**config.mk**
```make
export PLATFORM = sky130hd
export DESIGN_NAME = rptr_status
export DESIGN_NICKNAME = d
export VERILOG_FILES = /design/src/rtl/rptr_status.sv
export SDC_FILE = /design/constraint.sdc
export NUM_CORES = 1
export LEC_CHECK = 0
export ABC_AREA = 1
export CAP_MARGIN = 20
export CORE_ASPECT_RATIO = 1.5
export CORE_UTILIZATION = 51
export DETAILED_ROUTE_END_ITERATION = 10
export GPL_TIMING_DRIVEN = 0
export PLACE_DENSITY = 0.89
export SLEW_MARGIN = 10
export SYNTH_ARGS = -nofsm -noshare
export SYNTH_HDL_FRONTEND = slang
export SYNTH_SLANG_ARGS = --single-unit
```
**constraint.sdc**
```tcl
create_clock -name rclk -period 4 [get_ports rclk]
set_input_delay 0.8 -clock rclk [delete_from_list [all_inputs] [get_ports rclk]]
set_output_delay 0.8 -clock rclk [all_outputs]
set_load 0.02 [all_outputs]
```
**src/rtl/rptr_status.sv**
```systemverilog
// rptr_status: read-side pointer, address and status flags for the dual-clock FIFO
module rptr_status #(
  parameter int ADDR_WIDTH    = 4,
  parameter int AEMPTY_THRESH = 2
) (
  input  logic                  rclk,
  input  logic                  rrst_n,
  input  logic                  rinc,
  input  logic [ADDR_WIDTH:0]   rq2_wptr,
  input  logic                  rerr_clr,
  output logic [ADDR_WIDTH-1:0] raddr,
  output logic [ADDR_WIDTH:0]   rptr,
  output logic                  rempty,
  output logic                  raempty,
  output logic [ADDR_WIDTH:0]   rlevel,
  output logic                  rerr_underflow
);
  localparam logic [ADDR_WIDTH:0] ATH = (ADDR_WIDTH+1)'(AEMPTY_THRESH);
  if (AEMPTY_THRESH < 0 || AEMPTY_THRESH > (1 << ADDR_WIDTH) - 1) begin : g_bad_thresh
    $error("rptr_status: AEMPTY_THRESH out of range");
  end
  logic [ADDR_WIDTH:0] rbin, rbin_nxt, rgray_nxt, wbin_s, lvl_nxt;
  logic rd_en;
  for (genvar i = 0; i <= ADDR_WIDTH; i++) begin : g_g2b
    assign wbin_s[i] = ^rq2_wptr[ADDR_WIDTH:i];
  end
  assign rd_en     = rinc & ~rempty;
  assign rbin_nxt  = rbin + {{ADDR_WIDTH{1'b0}}, rd_en};
  assign rgray_nxt = (rbin_nxt >> 1) ^ rbin_nxt;
  assign lvl_nxt   = wbin_s - rbin_nxt;
  assign raddr     = rbin[ADDR_WIDTH-1:0];
  always_ff @(posedge rclk or negedge rrst_n)
    if (!rrst_n) begin
      rbin           <= '0;
      rptr           <= '0;
      rempty         <= 1'b1;
      raempty        <= 1'b1;
      rlevel         <= '0;
      rerr_underflow <= 1'b0;
    end else begin
      rbin           <= rbin_nxt;
      rptr           <= rgray_nxt;
      rempty         <= rgray_nxt == rq2_wptr;
      rlevel         <= lvl_nxt;
      raempty        <= lvl_nxt <= ATH;
      rerr_underflow <= (rinc & rempty) ? 1'b1 : rerr_clr ? 1'b0 : rerr_underflow;
    end
endmodule

```
* After elaboration in Yosys (flattened, before gate mapping)
Index checks and enable logic that the tools add are counted. W data, S select, Z words.
Word-level totals: RAM bits 0, memories kept 0, register bits after elaboration 18, bits of input ports 9, bits in latches 0, output and inout port bits 17, ROM bits 0
Cells by class: order comparisons 1, bitwise gates (word level) 4, $add $sub $neg 2, div/mod/pow operators 0, reductions and logical operators 5, mux-type cells 2, equal/unequal tests 1, $mul 0, shift-type cells 0
Operator list (count):
- $add A5 B1 Y5 | 1
- $eq A5 B5 Y1 | 1
- $le A5 B2 Y1 const B | 1
- $reduce_xor A5 Y1 | 1
- $sub A5 B5 Y5 | 1
- $xor A4 B5 Y5 | 1
- $reduce_xor A4 Y1 | 1
- $reduce_xor A3 Y1 | 1
- $and A1 B1 Y1 | 2
- $mux W1 | 2
- $reduce_bool A2 Y1 | 1
- $reduce_xor A2 Y1 | 1
- $not A1 Y1 | 1

* Longest topological paths before layout
depth after elaboration 5, mapped depth 16, mapped depth without buffers 16

* Worst setup path before layout
Ideal clock, no wire load.
path kind input to register, from input rinc, to register raempty, path buffers 1, arrival time 2.471 ns, setup time 0.073 ns, path slack 1.456 ns, stages 16, path through inv_1 nor2_1 ha_1 ha_1 inv_1 nand2_1 and2_4 buf_6 ha_1 inv_1 nor2_1 nor2_2 nand2_1 nand2_1 nand3_1 a21oi_1
On the way: word-level cells in the longest chain between the ends 4
RTL lines:
- from (decl) | RTL line 8 | input logic rinc,
- $and A1 B1 Y1 | RTL line 27 | assign rd_en = rinc & ~rempty;
- $add A5 B1 Y5 | RTL line 28 | assign rbin_nxt = rbin + {{ADDR_WIDTH{1'b0}}, rd_en};
- $sub A5 B5 Y5 | RTL line 30 | assign lvl_nxt = wbin_s - rbin_nxt;
- $le A5 B2 Y1 | RTL line 45 | raempty <= lvl_nxt <= ATH;
- to (signal assigned) | RTL line 37 | raempty <= 1'b1;
- to (signal assigned) | RTL line 45
- to (decl) | RTL line 14 | output logic raempty,
No other way between the ends. A chain may end at the register's enable or synchronous reset.

* Worst setup path in the final report
Same ends and word-level chain as after synthesis.

==> flow_summary.json <==
{
  "status": "completed",
  "syn_avg_cell_area_sq_um": 8.71,
  "holdCritPathClass": "reg2reg",
  "layout_common_cells": "29 x nand2_1, 25 x clkdlybuf4s50_1, 19 x inv_1",
  "period_share_pct": 72.9,
  "vias": 826,
  "clk_pin_slew_ns": 0.09,
  "maxSlewViolCount": 0,
  "ys_warn_count": 0,
  "post_drt_wl_per_cell_microns": 11.1,
  "portBuffers": 25,
  "grt_pass1_vias": 797,
  "antenna_left": 0,
  "drive_gt1_share_pct": 13.3,
  "relSlewSlack_pct": 55.0,
  "grt_first_pass_wirelength_microns": 3080,
  "die_x_microns": 38.0,
  "die_h_microns": 56.1,
  "stdcell_count": 164,
  "regToRegSetupSlack_ns": 1.56,
  "area_delta_synth_final_pct": 30.6,
  "critPathRequiredTime_ns": 4.22,
  "dp_hpwl_microns": 1520,
  "place.gp.congestion": 0.845,
  "critPathArrivalTime_ns": 3.14,
  "hold_viol": 0,
  "hold_buffers": 0,
  "critPathMaxStageDelay_ns": 0.47,
  "track_usage_pct": 21.0,
  "numCtsBuffers": 3,
  "cp-start-kind": "primary input",
  "fmax_mhz": 343,
  "rsz0062_at_grt": "false",
  "yosys-mux-area-fraction_pct": 0,
  "cp_slowest_cell": "clkdlybuf4s50_1",
  "synth_xor_area_share_pct": 15.0,
  "core_area_sq_mm": 0.00183,
  "final_common_cell": "nand2_1",
  "fin_util_pct": 70.9,
  "end_kind": "flip-flop",
  "power.density_mw_per_mm2": 962,
  "fin_crit_ns": 2.91,
  "overflow": 0,
  "synth_compound_area_share_pct": 1.51,
  "setup_tns_ns": 0,
  "h-tree-depth": 1,
  "clockBufferDepth": 2,
  "cts_setup_buffers": 0,
  "clk_latency_ns": 0.29,
  "dr.pass1.iters": 4,
  "dp_cells": 160,
  "ys_ff_latch": 17,
  "cp_max_fo": 4,
  "syn_inst": 114,
  "holdWs_ns": 0.540,
  "crit_type": "in2reg",
  "synth-simple-area-share_pct": 23.0,
  "cts_tree": "done",
  "ys_types": 20,
  "synth_area_sq_um": 993,
  "initial_utilization_pct": 54.3,
  "viasPerCell": 5.04,
  "dieArea_sq_mm": 0.00213,
  "drt_iter0_drc": 28,
  "cts_resized": 0,
  "p_leak_uw": 0.000669,
  "clock-sinks": 17,
  "fin_nets": 159,
  "rows": 19,
  "skew_ns": 0.00333,
  "tightest_slew_ns": 0.674,
  "syn_nets": 129,
  "yosys.area_share.adder_pct": 7.56,
  "finalSetupViolCount": 0,
  "synth_top_family_by_area": "simple AND/OR/NAND/NOR gates",
  "drv_cap": 0,
  "synth-seq-area-share_pct": 43.1,
  "cp_cell_sequence": "clkdlybuf4s50_1 -> inv_1 -> nor2_1 -> ha_1 -> ha_1 -> nand2_1 -> and2_4 -> buf_6 -> ha_1 -> inv_1 -> nor2_1 -> nor2_2 -> nand2_1 -> nand2_1 -> nand3_1 -> a21oi_1",
  "num_antenna_cells": 0,
  "cts-root-buf": "clkbuf_4",
  "antenna_found_initial": 0,
  "drc": 0,
  "wl_microns": 1820,
  "grt_max_degree": 18,
  "ios": 26,
  "vdd_ir_drop_max_uv": 478
}
sequential cells by signal, indices dropped and copies added, names as in the netlist:
signal	flops
rerr_underflow	1
rempty	1
raempty	1
rptr	4
rlevel	5
rbin	5
logic make-up (layout without fill, tap and decap cells):
family                     Yosys count  after routing
and+or+nand+nor                     50             50
xor gates and xnor gates            14             14
DFF                                 17             17
buffers and inverters               24             53
AOI/OAI and AO/OA                    3              3
adders and majority gates            6              6
where the power goes:
| part | internal (uW) | switching [uW] | total (uW) |
|---|---|---|---|
| combinational | 369 | 476 | 845 |
| clock | 37.2 | 50.3 | 87.5 |
| sequential | 267 | 48.6 | 316 |
| total | 673 | 575 | 1250 |
critical path: cells and delay by family:
| family | cells | cell delay, ns |
|---|---|---|
| buffers and inverters | 4 | 0.75 |
| AND/OR/NAND/NOR | 8 | 0.73 |
| adder cells (fa/ha/maj) | 3 | 0.71 |
| AO/OA/AOI/OAI | 1 | 0.14 |
worst paths after layout:
kind,from,end,depth (start not counted)
setup / recovery,rinc,raempty,16
hold / removal,rerr_underflow,rerr_underflow,2
setup reg to reg,rempty,raempty,15
hold reg to reg,rerr_underflow,rerr_underflow,2
max in group asynchronous,rrst_n,rbin[1],1
min in group asynchronous,rrst_n,rptr[0],1
through the flow:
stage | setup slack, ns | instance area (sq um) | total power, uW
after floorplan | 1.46 | 993 | 881
after global placement | 0.882 | 1270 | 1120
after detailed placement | 0.809 | 1270 | 1160
after CTS | 1.11 | 1300 | 1250
after global routing | 0.901 | 1300 | 1360
final | 1.09 | 1300 | 1250
area by class of cell:
cell class	count	area, sq um
timing repair buffer	25	250
clock inverter	1	5.00
inverter	23	86.3
tap	21	26.3
fill	143	533
sequential	17	428
clock buffer	3	22.5
buffer	1	11.3
multi-input combinational	73	468
per-layer routing:
layer,vias to the layer above,GRT usage [%],wire (microns)
met3,8,4.80,88
li1,402,-,-
met5,-,0,0
met2,31,36.3,1020
met1,385,20.9,643
met4,0,12.8,69
Yosys cell counts (all sizes together):
cell / n / area share (%)
xnor2: 3 / 4.5
buf: 1 / 1.1
xor2: 11 / 10
nor2: 5 / 2.1
nand2: 31 / 12
nand4: 2 / 1.3
o21ai: 1 / 0.50
nand3: 11 / 6.5
inv: 23 / 8.7
a21oi: 2 / 1.0
ha: 6 / 7.6
dfrtp: 15 / 38
and2: 1 / 0.88
dfstp: 2 / 5.3
Note: power is estimated with default switching activity, not from simulation.
